$ cat config.mk
export PLATFORM = sky130hd
export DESIGN_NAME = serial_nibble_adder
export DESIGN_NICKNAME = d
export VERILOG_FILES = /design/src/rtl/serial_nibble_adder.sv
export SDC_FILE = /design/constraint.sdc
export NUM_CORES = 1
export LEC_CHECK = 0
export BUFFER_PORTS_ARGS = -buffer_cell sky130_fd_sc_hd__buf_2
export CAP_MARGIN = 20
export CORE_UTILIZATION = 51
export DETAILED_ROUTE_END_ITERATION = 6
export GPL_TIMING_DRIVEN = 0
export PLACE_DENSITY = 0.87
export SLEW_MARGIN = 40
export SYNTH_ARGS = -nofsm -noshare
export SYNTH_HDL_FRONTEND = slang
export SYNTH_SLANG_ARGS = --single-unit
$ cat constraint.sdc
create_clock -name clk -period 2.1 [get_ports clk]
set_input_delay 0 -clock clk [delete_from_list [all_inputs] [get_ports clk]]
set_output_delay 0 -clock clk [all_outputs]
set_load 0.05 [all_outputs]
$ cat src/rtl/serial_nibble_adder.sv
// ---------------------------------------------------------------------------
// serial_nibble_adder
//
// Purpose:
//   Sequential wide-word adder controller. It wraps an external 4-bit adder
//   (adder_4bit) that is connected between the add_* ports. A WIDTH-bit
//   addition is done one nibble per clock, least-significant nibble first.
//   Each nibble sum and the ripple carry are registered between steps.
//
// Ports:
//   clk        in   single clock, rising edge
//   rst        in   synchronous active-high reset
//   in_valid   in   operand word valid
//   in_ready   out  block can accept operands (IDLE only)
//   in_a/in_b  in   WIDTH-bit operands
//   in_cin     in   carry-in
//   add_a      out  nibble of A to adder_4bit a
//   add_b      out  nibble of B to adder_4bit b
//   add_cin    out  registered carry to adder_4bit c
//   add_sum    in   adder_4bit sum (combinational from add_*)
//   add_cout   in   adder_4bit carry-out
//   out_valid  out  result valid (DONE)
//   out_ready  in   consumer accepts result
//   out_sum    out  WIDTH-bit sum
//   out_cout   out  final carry-out
//   busy       out  high in RUN or DONE
// ---------------------------------------------------------------------------
module serial_nibble_adder #(
    parameter int WIDTH = 16
) (
    input  logic             clk,
    input  logic             rst,
    input  logic             in_valid,
    output logic             in_ready,
    input  logic [WIDTH-1:0] in_a,
    input  logic [WIDTH-1:0] in_b,
    input  logic             in_cin,
    output logic [3:0]       add_a,
    output logic [3:0]       add_b,
    output logic             add_cin,
    input  logic [3:0]       add_sum,
    input  logic             add_cout,
    output logic             out_valid,
    input  logic             out_ready,
    output logic [WIDTH-1:0] out_sum,
    output logic             out_cout,
    output logic             busy
);

    // Number of nibble steps; derived, not a user parameter.
    localparam int NIB = WIDTH / 4;
    // Nibble index width, at least one bit so a single-nibble build still
    // has a legal register.
    localparam int KW  = (NIB > 1) ? $clog2(NIB) : 1;
    localparam logic [KW-1:0] K_LAST = KW'(NIB - 1);

    generate
        if ((WIDTH % 4) != 0 || WIDTH < 4) begin : g_width_check
            $error("serial_nibble_adder: WIDTH must be a multiple of 4 and at least 4");
        end
    endgenerate

    typedef enum logic [1:0] {
        S_IDLE = 2'd0,
        S_RUN  = 2'd1,
        S_DONE = 2'd2
    } state_t;

    state_t state_reg;
    state_t state_next;

    logic [WIDTH-1:0] a_reg;
    logic [WIDTH-1:0] b_reg;
    logic             carry_reg;
    logic [KW-1:0]    k_reg;

    logic [3:0]       a_nib   [NIB];
    logic [3:0]       b_nib   [NIB];
    logic [3:0]       sum_nib [NIB];
    logic [WIDTH-1:0] sum_flat;

    logic accept;
    logic in_run;
    logic last_step;

    assign accept    = (state_reg == S_IDLE) && in_valid;
    assign in_run    = (state_reg == S_RUN);
    assign last_step = (k_reg == K_LAST);

    // -----------------------------------------------------------------------
    // FSM: state register
    // -----------------------------------------------------------------------
    always_ff @(posedge clk) begin
        if (rst) begin
            state_reg <= S_IDLE;
        end else begin
            state_reg <= state_next;
        end
    end

    // -----------------------------------------------------------------------
    // FSM: next-state logic
    // -----------------------------------------------------------------------
    always_comb begin
        state_next = state_reg;
        case (state_reg)
            S_IDLE: begin
                if (in_valid) begin
                    state_next = S_RUN;
                end
            end
            S_RUN: begin
                if (last_step) begin
                    state_next = S_DONE;
                end
            end
            S_DONE: begin
                if (out_ready) begin
                    state_next = S_IDLE;
                end
            end
            default: begin
                state_next = S_IDLE;
            end
        endcase
    end

    // -----------------------------------------------------------------------
    // FSM: output logic
    // The adder is only fed from registers, so there is no combinational
    // path from in_* to add_*. Outside RUN the adder inputs are held at 0.
    // -----------------------------------------------------------------------
    always_comb begin
        in_ready  = 1'b0;
        busy      = 1'b0;
        out_valid = 1'b0;
        add_a     = 4'd0;
        add_b     = 4'd0;
        add_cin   = 1'b0;
        out_sum   = '0;
        out_cout  = 1'b0;
        case (state_reg)
            S_IDLE: begin
                in_ready = 1'b1;
            end
            S_RUN: begin
                busy    = 1'b1;
                add_a   = a_nib[k_reg];
                add_b   = b_nib[k_reg];
                add_cin = carry_reg;
            end
            S_DONE: begin
                busy      = 1'b1;
                out_valid = 1'b1;
                out_sum   = sum_flat;
                out_cout  = carry_reg;
            end
            default: begin
                in_ready = 1'b0;
            end
        endcase
    end

    // -----------------------------------------------------------------------
    // Operand, carry and nibble-index registers
    // -----------------------------------------------------------------------
    always_ff @(posedge clk) begin
        if (rst) begin
            a_reg     <= '0;
            b_reg     <= '0;
            carry_reg <= 1'b0;
            k_reg     <= '0;
        end else if (accept) begin
            a_reg     <= in_a;
            b_reg     <= in_b;
            carry_reg <= in_cin;
            k_reg     <= '0;
        end else if (in_run) begin
            carry_reg <= add_cout;
            // k parks at the last index; the next accept clears it.
            if (!last_step) begin
                k_reg <= k_reg + KW'(1);
            end
        end
    end

    // -----------------------------------------------------------------------
    // Per-nibble views of the operands and per-nibble sum registers.
    // Each sum nibble has its own register so only the nibble addressed by
    // k is written on a given RUN cycle.
    // -----------------------------------------------------------------------
    generate
        for (genvar gi = 0; gi < NIB; gi++) begin : g_nib
            assign a_nib[gi] = a_reg[4*gi +: 4];
            assign b_nib[gi] = b_reg[4*gi +: 4];

            always_ff @(posedge clk) begin
                if (rst) begin
                    sum_nib[gi] <= 4'd0;
                end else if (accept) begin
                    sum_nib[gi] <= 4'd0;
                end else if (in_run && (k_reg == KW'(gi))) begin
                    sum_nib[gi] <= add_sum;
                end
            end

            assign sum_flat[4*gi +: 4] = sum_nib[gi];
        end
    endgenerate

endmodule

==> results of run 1 <==
## synthesized netlist by cell type (2+ instances only)
cell	count
mux4_2	8
nand2_1	69
ha_1	9
and2_1	35
nand2b_1	6
a21oi_1	32
dfxtp_1	37
nor3_1	2
buf_6	2
buf_2	6
inv_1	10
edfxtp_1	16
nor2_1	5
mux2i_1	4
clkbuf_1	5
and3_1	2
nor4_1	4
buf_4	3
## routing by layer
metal,GRT usage,part of all wire
met1,0.310,0.43
met2,0.433,0.52
met3,0.0352,0.041
met4,0.0719,0.010
met5,0,0
## report_power, final
part,switching (mW),internal [mW]
clock network,0.334,0.340
registers,0.0866,1.26
logic,0.783,0.437
## per-stage QoR
step           power, mW  std cells  worst slack, ns  utilization
5_1_grt             3.42        425           0.0826        0.711
4_1_cts             3.24        425            0.238        0.711
3_3_place_gp        2.48        384            0.340        0.617
2_1_floorplan       2.24        261            0.234            -
3_5_place_dp        2.53        384            0.285        0.617
6_report            3.24        425            0.223        0.711
## critical path: stages (launching register included)
cell,delay [ns]
dfxtp_1,0.34
inv_1,0.12
ha_1,0.22
clkbuf_1,0.40
and2_1,0.23
buf_2,0.27
## kinds of logic after synthesis
| kind of cell | after synthesis | synth area share |
|---|---|---|
| compound gates | 35 | 0.0772 |
| simple gates | 125 | 0.240 |
| fa+ha+maj | 9 | 0.0454 |
| buf+inv | 26 | 0.0530 |
| mux | 12 | 0.0888 |
| flops | 53 | 0.492 |
| xor+xnor | 1 | 0.00353 |
## cells in the final DEF, fill, tap and decap left out
cell type	instances
clkinvlp_4	1
a21oi_1	32
nand2b_1	6
dfxtp_1	37
dlygate4sd3_1	33
ha_1	9
mux2i_1	4
nor3_1	2
clkbuf_1	5
buf_6	2
a221oi_2	1
buf_4	3
nand2_1	69
edfxtp_1	16
a211oi_1	1
nor2_1	5
and3_1	2
mux4_2	8
buf_2	75
and2_1	35
xnor2_1	1
clkbuf_16	1
nand3_1	1
and2b_1	1
a21oi_2	1
nor4_1	4
clkbuf_8	6
inv_1	10
## how the worst max path moves through the flow
| stage | from | to | slack, ns | cells past startpoint |
|---|---|---|---|---|
| floorplan | state_reg[0] | sum_nib[0][0] | 0.23 | 5 |
| global placement | state_reg[0] | sum_nib[0][2] | 0.34 | 5 |
| detailed placement | state_reg[0] | sum_nib[1][3] | 0.28 | 5 |
| CTS | state_reg[1] | add_a[3] | 0.24 | 5 |
| global route | state_reg[0] | sum_nib[0][2] | 0.08 | 5 |
| finish | state_reg[1] | add_a[3] | 0.22 | 5 |
## final cells by class
| cell class | count | area, sq um | area share |
|---|---|---|---|
| Multi-Input combinational cell | 182 | 1130 | 0.338 |
| Inverter | 10 | 37.5 | 0.0112 |
| Timing Repair Buffer | 102 | 676 | 0.202 |
| Clock buffer | 7 | 108 | 0.0322 |
| Clock inverter | 1 | 7.51 | 0.00225 |
| Sequential cell | 53 | 1220 | 0.366 |
| Buffer | 16 | 93.8 | 0.0281 |
| Tap cell | 54 | 67.6 | 0.0202 |
## what timing repair did
item | in CTS | in global routing
resized for setup | 0 | 0
endpoints found under the hold margin | 33 | 0
hold buffers | 33 | 0
==> reports/metrics.csv, run 1 <==
metric,value,unit
outcome,completed,
Synth top area share,0.299,
Nets,421,
Ant. Diodes,0,
Vias/cell,5.04,
crit-path max FO,10,
CP arrival,1.88,ns
max-slew violations,0,
hold_ws,0.00383,ns
Remaining DRCs,0,
Finished Cell Area,3340,sq um
Synth area leaders,"dfxtp_1 30%, edfxtp_1 19%, nand2_1 10%",
"FFs w/ async S/R, synth",0,
Lkg Pwr,1.49,nW
crit end category,output pin,
Max Freq,533,MHz
pwr dens,970,nW/um^2
Global Route Usage Sum,0.244,
Initial DRC Count,144,
Required @ worst endpoint,2.10,ns
grt ovf,0,
worst slew pin tran,0.477,ns
hold wc startpoint,add_sum[1],
"Hold Violations, Final",0,
clk_lat worst skew,0.31,ns
final setup violation count,0,
Initial Utilization,0.529,
Startpoint Class,register,
die width,71.7,um
Hold WC Path Type,in2reg,
Worst R2R End,sum_nib[1][3],
Syn Area/Cell,9.50,sq um
vias in the first global route,2037,
critical path class,reg2out,
Synth-to-Final Area Change,34.6,%
CTS tree,built,
fin crit period,1.88,ns
DR pass1 iterations,4,
crit share post-route,0.894,
peak supply drop,0.491,mV
# fillers,347,
number of cells on the worst reg-to-reg path,5,
distinct cell type count after synthesis,24,
IO Pins,71,
first-pass GRT wire length,9490,um
WHS Path Cells,2,
cell taking the most area after synthesis,dfxtp_1,
Post-CTS Setup Repair Bufs,0,
"Top FF cell, synth",dfxtp_1,
DP HPWL,3890,um
clk root buf,clkbuf_8,
setup TNS,0,ns
largest net degree at the start of global routing,17,
flop-to-flop setup slack,0.26,ns
clk sinks,53,
PortBufs,69,
RSZ-0062 raised after global routing,false,
register bit total from synthesis,53,
antenna violations before repair,0,
"Reg clk slew, reported paths",0.09,ns
skew final,0.00668,ns
TritonCTS buffer count,5,
worst r2r src,state_reg[0],
Syn Inst Count,261,
GPL Wtd Cong,0.777,
DIE AREA,5150,sq um
FP Rows,25,
H-Tree Depth,2,
total wire length,5930,um
Placement Cell Area,2890,sq um
share of layout cells above drive strength 1,0.264,
maximum root-to-sink buffer count,2,
post-route ant nets,0,
"EDFF count, synth",16,
"Seq/Total Area, Yosys",0.492,
Hold Path Sink,sum_nib[0][1],
core area,4690,sq um
Worst slew margin,0.682,
Post-Synthesis Net Count,312,
die height,71.7,um
vias,2142,
drt wl/cell,13.9,um
max_cap viols,0,
Mapped Area,2480,sq um
synth warn,0,
Note: power is estimated with default switching activity, not from simulation.
==> run 2, diff against run 1 <==
PLACE_DENSITY = default   (was 0.87)
PLACE_DENSITY_LB_ADDON = 0.15   (was default)
==> run 2 against run 1 <==
Clock skew down 0.0030 ns. Register-to-register slack worse by 0.05 ns. Sequential power is essentially flat. Final cell count rose by 0.24%. Highest routed layer unchanged. Worst hold slack lost 0.0031 ns. Clock-buffer cell count decreased by 1. Setup slack lost 0.028 ns. Cell area fell by 0.19%. Combinational power is essentially flat. Critical path depth stayed put. Flip-flop and latch count did not move.
==> reports/metrics.csv, run 2 (synthesized netlist as in run 1, its figures left out) <==
metric,value,unit,change
RSZ-0062 raised after global routing,false,,unchanged
IO Pins,71,,unchanged
Initial Utilization,0.529,,unchanged
crit-path max FO,10,,unchanged
post-route ant nets,0,,unchanged
vias,2160,,was 2142
setup TNS,0,ns,unchanged
crit share post-route,0.907,,was 0.894
Remaining DRCs,0,,unchanged
post_cts resized,0,,unchanged
grt ovf,0,,unchanged
pwr dens,945,nW/um^2,was 970 nW/um^2
skew final,0.00368,ns,was 0.00668 ns
PortBufs,69,,unchanged
crit end category,output pin,,unchanged
Max Freq,525,MHz,was 533 MHz
die height,71.7,um,unchanged
Post-CTS Setup Repair Bufs,0,,unchanged
Nets,423,,was 421
# fillers,376,,was 347
clk root buf,clkbuf_8,,unchanged
critical path's top delay family,buffers and inverters,,unchanged
largest net degree at the start of global routing,16,,was 17
core area,4690,sq um,unchanged
Vias/cell,5.07,,was 5.04
Placement Cell Area,2890,sq um,unchanged
Ant. Diodes,0,,unchanged
DIE AREA,5150,sq um,unchanged
"commonest non-fill, non-tap cell in the layout",buf_2,,unchanged
Lkg Pwr,1.49,nW,about the same
Global Route Usage Sum,0.232,,was 0.244
max_cap viols,0,,unchanged
"Hold Violations, Final",0,,unchanged
"Reg clk slew, reported paths",0.09,ns,about the same
min setup slack post-route,0.195,ns,was 0.223 ns
TritonCTS buffer count,5,,unchanged
"worst slack, placed",0.220,ns,was 0.285 ns
die width,71.7,um,unchanged
antenna violations before repair,0,,unchanged
peak supply drop,0.609,mV,was 0.491 mV
Startpoint Class,register,,unchanged
H-Tree Depth,2,,unchanged
first-pass GRT wire length,9070,um,was 9490 um
CP arrival,1.91,ns,was 1.88 ns
Synth-to-Final Area Change,34.4,%,was 34.6%
max-slew violations,0,,unchanged
maximum root-to-sink buffer count,2,,unchanged
"slowest stage delay, CP",0.42,ns,was 0.40 ns
cells along the critical path,inv_1 > ha_1 > clkbuf_1 > and2_1 > buf_2,,unchanged
vias in the first global route,1985,,was 2037
clk_lat worst skew,0.31,ns,about the same
Hold WC Path Type,in2reg,,unchanged
share of layout cells above drive strength 1,0.261,,was 0.264
Finished Cell Area,3330,sq um,was 3340 sq um
post-layout util,0.710,,was 0.711
CP max-delay cell,clkbuf_1,,unchanged
most frequent cells in the layout,"75 x buf_2, 69 x nand2_1, 37 x dfxtp_1",,unchanged
total wire length,5730,um,was 5930 um
final std cells w/o fill,426,,was 425
cell total after placement,384,,unchanged
clk sinks,53,,unchanged
FP Rows,25,,unchanged
Worst slew margin,0.659,,was 0.682
fin crit period,1.91,ns,was 1.88 ns
critical path class,reg2out,,unchanged
CTS tree,built,,unchanged
final setup violation count,0,,unchanged
worst slew pin tran,0.512,ns,was 0.477 ns
outcome,completed,,unchanged
WP buf/inv,3,,unchanged
drt wl/cell,13.4,um,was 13.9 um
Required @ worst endpoint,2.10,ns,about the same
DP HPWL,3780,um,was 3890 um
GPL Wtd Cong,0.752,,was 0.777
DR pass1 iterations,4,,unchanged
flop-to-flop setup slack,0.21,ns,was 0.26 ns
Initial DRC Count,106,,was 144
-- run 2: area by class of cell --
| cell class | instances | area (sq um) | area share |
|---|---|---|---|
| Sequential cell | 53 | 1220 | 0.367 |
| Multi-Input combinational cell | 182 | 1130 | 0.338 |
| Timing Repair Buffer | 104 | 696 | 0.209 |
| Buffer | 16 | 93.8 | 0.0282 |
| Clock buffer | 6 | 82.6 | 0.0248 |
| Tap cell | 54 | 67.6 | 0.0203 |
| Inverter | 10 | 37.5 | 0.0113 |
| Clock inverter | 1 | 6.26 | 0.00188 |
-- run 2: where the power goes --
| group | internal (mW) | switching (mW) | leakage (nW) | total [mW] |
|---|---|---|---|---|
| sequential | 1.26 | 0.0831 | 0.478 | 1.34 |
| clock | 0.262 | 0.327 | 0.0476 | 0.590 |
| combinational | 0.440 | 0.779 | 0.968 | 1.22 |
| total | 1.96 | 1.19 | 1.49 | 3.15 |
-- run 2: worst paths after layout --
check	cells after the start	startpoint	endpoint
max	5	state_reg[1]	add_b[3]
min	2	add_sum[2]	sum_nib[1][2]
max reg2reg	5	state_reg[0]	sum_nib[0][3]
min reg2reg	2	b_reg[12]	b_reg[12]
-- run 2: repair_timing --
item,CTS,global route
hold buffers,35,0
endpoints found under the setup margin,0,0
hold endpoints to repair,37,0
-- run 2: through the flow --
stage	hold slack (ns)	power, mW
after floorplan	0.136	2.24
after global placement	0.241	2.50
after detailed placement	0.247	2.53
after CTS	0.00209	3.16
after global routing	0.0128	3.33
final	0.000717	3.15
-- run 2: layer usage --
layer,wire (um),vias up,global-route usage
li1,-,1081,-
met2,2700,62,0.385
met4,112,0,0.0915
met1,2670,1006,0.302
met3,241,11,0.0408
met5,0,-,0
